## src/rtl/fetch_queue.sv

```systemverilog
// -----------------------------------------------------------------------------
// fetch_queue
//   Instruction fetch queue between the IF and ID stages. It buffers up to
//   DEPTH {PC, instruction} pairs and hands them to ID in program order. When
//   the queue is full it back-pressures IF. A branch-taken flush discards
//   every buffered fetch.
//
// Handshake: a transfer happens on a rising edge when valid and ready are
//   both 1 in the cycle before that edge. The sender holds its payload stable
//   while valid=1 and ready=0. in_ready and out_valid are derived from
//   registered occupancy only. Neither has a combinational path from
//   in_valid, out_ready or flush.
//
// Ports
//   clk        in   clock; all state updates on the rising edge
//   rst        in   asynchronous, active-low reset
//   in_valid   in   IF presents a valid pair
//   in_pc      in   PC of the fetched instruction
//   in_instr   in   fetched instruction
//   in_ready   out  queue can accept a pair this cycle (count != DEPTH)
//   flush      in   branch taken downstream; empty the queue at the next edge
//   out_valid  out  head entry is valid for ID (count != 0)
//   out_pc     out  PC of the head entry, 0 when empty
//   out_instr  out  instruction of the head entry, 0 when empty
//   out_ready  in   ID consumes the head this cycle
//   count      out  number of occupied entries
// -----------------------------------------------------------------------------
module fetch_queue #(
    parameter int DEPTH   = 4,
    parameter int PC_W    = 32,
    parameter int INSTR_W = 32
) (
    input  logic                       clk,
    input  logic                       rst,
    input  logic                       in_valid,
    input  logic [PC_W-1:0]            in_pc,
    input  logic [INSTR_W-1:0]         in_instr,
    output logic                       in_ready,
    input  logic                       flush,
    output logic                       out_valid,
    output logic [PC_W-1:0]            out_pc,
    output logic [INSTR_W-1:0]         out_instr,
    input  logic                       out_ready,
    output logic [$clog2(DEPTH+1)-1:0] count
);

    localparam int AW = $clog2(DEPTH);
    localparam int CW = $clog2(DEPTH + 1);
    localparam logic [CW-1:0] FULL_CNT = CW'(DEPTH);

    logic [AW-1:0]      r_wr_ptr;
    logic [AW-1:0]      r_rd_ptr;
    logic [CW-1:0]      r_count;
    logic [PC_W-1:0]    r_mem_pc    [DEPTH];
    logic [INSTR_W-1:0] r_mem_instr [DEPTH];

    logic w_in_ready;
    logic w_out_valid;
    logic w_push;
    logic w_pop;

    assign w_in_ready  = (r_count != FULL_CNT);
    assign w_out_valid = (r_count != '0);

    // Flush masks both transfers, so it wins over any same-cycle traffic.
    assign w_push = in_valid  & w_in_ready  & ~flush;
    assign w_pop  = w_out_valid & out_ready & ~flush;

    // Pointers and occupancy. DEPTH is a power of two, so the pointers wrap
    // on their own. The count tells full from empty when the pointers match.
    always_ff @(posedge clk or negedge rst) begin
        if (!rst) begin
            r_wr_ptr <= '0;
            r_rd_ptr <= '0;
            r_count  <= '0;
        end else if (flush) begin
            r_wr_ptr <= '0;
            r_rd_ptr <= '0;
            r_count  <= '0;
        end else begin
            if (w_push) begin
                r_wr_ptr <= r_wr_ptr + AW'(1);
            end
            if (w_pop) begin
                r_rd_ptr <= r_rd_ptr + AW'(1);
            end
            case ({w_push, w_pop})
                2'b10:   r_count <= r_count + CW'(1);
                2'b01:   r_count <= r_count - CW'(1);
                default: r_count <= r_count;
            endcase
        end
    end

    // Entry storage is not reset. Stale contents are never visible because
    // the outputs are forced to zero while the queue is empty.
    always_ff @(posedge clk) begin
        if (w_push) begin
            r_mem_pc[r_wr_ptr]    <= in_pc;
            r_mem_instr[r_wr_ptr] <= in_instr;
        end
    end

    assign in_ready  = w_in_ready;
    assign out_valid = w_out_valid;
    assign out_pc    = w_out_valid ? r_mem_pc[r_rd_ptr]    : '0;
    assign out_instr = w_out_valid ? r_mem_instr[r_rd_ptr] : '0;
    assign count     = r_count;

endmodule
```

## config.mk

```make
export PLATFORM = sky130hd
export DESIGN_NAME = fetch_queue
export DESIGN_NICKNAME = d
export VERILOG_FILES = /design/src/rtl/fetch_queue.sv
export SDC_FILE = /design/constraint.sdc
export NUM_CORES = 1
export LEC_CHECK = 0
export ABC_CLOCK_PERIOD_IN_PS = 3200
export BUFFER_PORTS_ARGS = -buffer_cell sky130_fd_sc_hd__buf_2
export CAP_MARGIN = 10
export CORE_MARGIN = 10
export CORE_UTILIZATION = 40
export CTS_BUF_LIST = sky130_fd_sc_hd__clkbuf_2 sky130_fd_sc_hd__clkbuf_4 sky130_fd_sc_hd__clkbuf_8
export DETAILED_ROUTE_END_ITERATION = 12
export SLEW_MARGIN = 10
export SYNTH_ARGS = -nofsm -noshare
export SYNTH_HDL_FRONTEND = slang
export SYNTH_SLANG_ARGS = --single-unit
```

## constraint.sdc

```tcl
create_clock -name clk -period 3.2 [get_ports clk]
set_input_delay 0.64 -clock clk [delete_from_list [all_inputs] [get_ports clk]]
set_output_delay 0.64 -clock clk [all_outputs]
set_load 0.05 [all_outputs]
```

Yosys cells after proc, flatten, opt, wreduce, memory -nomap -nowiden:

Memories as Yosys holds them, arrays and structs flattened.
Cells that the tools add are included.

* muxes and demuxes: 10
* equality and inequality tests: 3
* bitwise logic cells: 5
* reductions and logical operators: 4
* $add $sub $neg: 4

Operators with widths (count)
* $mux W32: 2
* $mux W2: 4
* $pmux W3 S2: 1
* $reduce_bool A3 Y1: 2
* $add A2 B1 Y2 const B: 2
* $and A1 B1 Y1: 4
* $reduce_bool A2 Y1: 2
* $add A3 B1 Y3 const B: 1
* $mux W3: 1
* $ne A3 B3 Y1 const B: 1
* $sub A3 B1 Y3 const B: 1
* $eq A2 B1 Y1 const B: 1
* $eq A2 B2 Y1 const B: 1
* $mux W1: 2
* $not A1 Y1: 1

* register bits after elaboration: 7
* input bits: 69
* memory bits (writable): 256
* memories: 2

Memory list
* r_mem_instr: words 4, width 32, rd ports 1, clocked after memory_dff 0, wr ports 1, RTL line 55 `logic [INSTR_W-1:0] r_mem_instr [DEPTH];`
* r_mem_pc: words 4, width 32, rd ports 1, clocked after memory_dff 0, wr ports 1, RTL line 54 `logic [PC_W-1:0] r_mem_pc [DEPTH];`

Longest topological paths before layout:

* depth in word-level cells: 6
* mapped depth: 9
* gate-level depth less buffers: 8

Worst setup path before layout:

OpenSTA, ideal clock, no wires.

* path kind: register to register
* start: register r_count[0] (netlist: count[0])
* end: memory r_mem_instr[0][0] (enable)
* data required time: 2771 ps
* cell stages (with the launch flop): 5
* buffers on the path: 2
* clock period less this slack: 3674 ps
* arrival time: 3245 ps
* setup slack: -474 ps
* path through: dfrtp_1 buf_2 or3b_1 clkbuf_1 and3_1

* word-level cells in the longest chain between the ends: 5

Ends and longest elaborated chain
* from (decl): RTL line 53 `logic [CW-1:0] r_count;`
* from (signal assigned): RTL line 88 `2'b10: r_count <= r_count + CW'(1);`
* from (signal assigned): RTL line 89 `2'b01: r_count <= r_count - CW'(1);`
* from (signal assigned): RTL line 90 `default: r_count <= r_count;`
* $ne A3 B3 Y1: RTL line 62 `assign w_in_ready = (r_count != FULL_CNT);`
* via in_ready: RTL line 38 `output logic in_ready,`
* $and A1 B1 Y1 (2 in series): RTL line 66 `assign w_push = in_valid & w_in_ready & ~flush;`
* $mux W1: RTL line 98 `if (w_push) begin`
* $mux W1 (not written as such): RTL line 100 `r_mem_instr[r_wr_ptr] <= in_instr;`
* to (decl): RTL line 55

The timed path passes the listed nets, and every way through them passes these cells.

Worst setup path after layout:

* start: register r_rd_ptr[0]
* end: output port out_instr[30]

* word-level cells in the longest chain between the ends: 2

Ends and longest elaborated chain
* from (decl): RTL line 52 `logic [AW-1:0] r_rd_ptr;`
* from (signal assigned): RTL line 85 `r_rd_ptr <= r_rd_ptr + AW'(1);`
* $mem_v2 Z4 W32
* $mux W32: RTL line 107 `assign out_instr = w_out_valid ? r_mem_instr[r_rd_ptr] : '0;`
* to (decl): RTL line 42 `output logic [INSTR_W-1:0] out_instr,`

No other way between the ends.

==> run metrics <==
CP delay by family, top=flip-flops; overall routing resource usage=12.8%; r2r worst-path depth=8; Area Overhead vs Synth=20.6%; Slew @ Worst Pin=between 0.4 and 0.5 ns; Final min period=2.88 ns; Worst Skew=0.0166 ns; RSZ-0062 raised after global routing=false; full die area=32300 um2; 1st-iter DRT viols=191; I/O Buffers=137; warnings from Yosys=0; Rows=between 50 and 60; # clock sinks=263; synthesized area per cell=21.7 um2; critical path launch point=r_rd_ptr[0]; power per cell area=785 nW/um2; Crit Path Class=flop to primary output; max frequency=348 MHz; Worst Path Max Fanout=20; CTS tree=done; Logic pwr share=about 28%; end of the critical path=out_instr[30]; final WL=20900 um; complex-gate fraction of the synthesized area=less than 1%; core box area=25100 um2; cell internal pwr=6.54 mW; Max Cap Viol=0; Final Hold Violating Endpoints=0; H-tree Lvls=2; Worst setup SP type=flop; clk root buf=clkbuf_8; reg2reg start=count[0]; Clk pin slew, worst setup/hold paths=about 0.060 ns; Req. time, crit path=~2.6 ns; sequential power share=41.6%; power share of the clock group=30.6%; register area share after synthesis=77.1%; top sig layer=met4; TritonCTS Buffers=44; CTS max path bufs=3; post-route ant nets=0; Via-to-Cell Ratio=roughly 5; I/O pins=138; TNS Setup=0 ns; Switch Pwr=3.12 mW; layout cell share with drive strength beyond 1=43.1%; crit path capture type=primary output; Rel. slew slack=67.5%; Synth Instances=470; critical path depth in cells=4; FILL cells=about 2100; Post-DP HPWL=between 10000 and 15000 um; critical-path cell list=buf_12, mux4_2, and2_1, buf_2; largest net degree at the start of global routing=67; Slew Limit Fails=0; DRC errors left=0; Initial Util=40.6%; Antenna Cells=0; XOR/XNOR Fraction of Synth Area=0.343%; Synth Register Bits=263; Final period util=89.9%; most frequent cells in the layout=256 x edfxtp_1, 137 x buf_2, 64 x mux4_2, 64 x and2_1, 45 x clkbuf_8; TritonRoute pass-1 iters=4; Post-Syn Area=10200 um2; commonest non-fill, non-tap cell in the layout=edfxtp_1; met3 WL=1000 um; Critical path buffers and inverters=2; clk_lat worst skew=roughly 0.52 ns; met2 WL post-DR=approximately 11000 um; CP peak stage delay=0.53 ns; combined area of the multi-input logic cells=2200 um2; Synth cell types=33; Reg-to-Reg End=count[2]; adder-cell area share of the yosys netlist=0.687%; Die Y=roughly 180 um; Post-Synth Simple-Gate Area=5.41%; Wirelength per Cell=20.8 um; chip width=180 um; Overflow after GRT=0; first-pass GRT wire length=32800 um; Register Area=7870 um2; via count=5087; Switching Share=between 30% and 40%; CP arrival=approximately 2.2 ns; met1 WL=around 8300 um; Hold WC Path Type=primary input to flop; CP max stage cell=dfrtp_4; antenna violations before repair=0; Pleak=4.25 nW; peak supply drop=just under 400 uV; Hold WS=0.329 ns; number of global-route vias before repair=5717; Layout Nets=720; outcome=finished, final reports clean; r2r setup slk=0.69 ns; setup violators final=0; syn_nets=544; largest family of logic cells by synthesized area=multiplexers; RePlAce Congestion=0.707; mux contribution to synthesized area=14.2%
-- metrics by stage --
step	std cells	worst slack (ns)	cell area [um2]	utilization (%)	total power, mW
after floorplan	470	0.208	10200	-	6.11
after global placement	927	0.586	11400	45.4	6.79
after detailed placement	927	0.558	11400	45.4	6.82
after CTS	1005	0.0978	12300	49.0	9.82
after global routing	1005	0.171	12300	49.0	10.1
final	1005	0.322	12300	49.0	9.66
-- cells by family (layout without fill, tap and decap cells) --
family          count (synthesis)  in the layout
mux                            65             65
buf+inv                        30            235
xor+xnor                        4              4
compound gates                 10             10
flops                         263            263
fa+ha+maj                       5              5
simple gates                   93             93
-- synth_stat cells, drive strengths merged --
cell type  instances  area, um2
edfxtp           256       7690
clkbuf            10       37.5
nor3               3       15.0
nand2b             1       6.26
nor2b              2       12.5
nor3b              1       7.51
a21oi              3       15.0
mux2i              1       10.0
a21o               1       7.51
and2b              1       8.76
nand3              3       15.0
and3               4       25.0
inv                5       18.8
buf               15        103
a311o              1       10.0
a21boi             1       7.51
fa                 1       20.0
xor2               3       26.3
nor2               6       22.5
or3b               1       8.76
xnor2              1       8.76
mux4              64       1440
nand2              6       22.5
dfrtp              7        175
a31oi              1       6.26
or4                1       7.51
o311ai             1       8.76
a2111oi            2       17.5
ha                 4       50.1
and2              64        400
-- state kept, by name (all words and copies together), names as in the netlist --
register     flops
r_mem_instr    128
count            3
r_mem_pc       128
r_wr_ptr         2
r_rd_ptr         2
-- worst min path at each step --
stage               slack [ns]                 end  cells past startpoint         start
detailed placement        0.49            count[2]                      1           rst
finish                    0.33  r_mem_instr[0][27]                      1  in_instr[27]
global route              0.30      r_mem_pc[1][9]                      1      in_pc[9]
global placement          0.48            count[0]                      1           rst
CTS                       0.30  r_mem_instr[0][27]                      1  in_instr[27]
floorplan                 0.34            count[0]                      0           rst
-- final cells by class --
type | instances | area share (%)
tap | 330 | 3.36
clock inverter | 18 | 1.43
sequential | 263 | 64.0
inverter | 5 | 0.153
timing repair buffer | 155 | 7.43
multi-input combinational | 177 | 17.9
clock buffer | 57 | 5.77
-- timing repair --
item,4_1_cts,5_1_grt
resized for setup,0,1
hold buffers,1,0
buffers inserted,2,0
cloned,0,0
setup endpoints to repair,4,1
pin swaps,0,0
endpoints found under the hold margin,7,0
-- power by group through the flow --
stage                     combinational [mW]  clock, mW  sequential [mW]
after global routing                    2.86       3.21             4.04
after detailed placement                2.69          0             4.13
after CTS                               2.74       3.05             4.03
final                                   2.68       2.96             4.02
after global placement                  2.67          0             4.11
after floorplan                         2.03          0             4.08
-- layer usage --
metal	global-route usage (%)	vias up
met5	0	-
met4	3.70	0
met3	3.19	26
met2	23.5	136
met1	14.4	2668
li1	-	2257
Power figures use the tool's default switching activity.
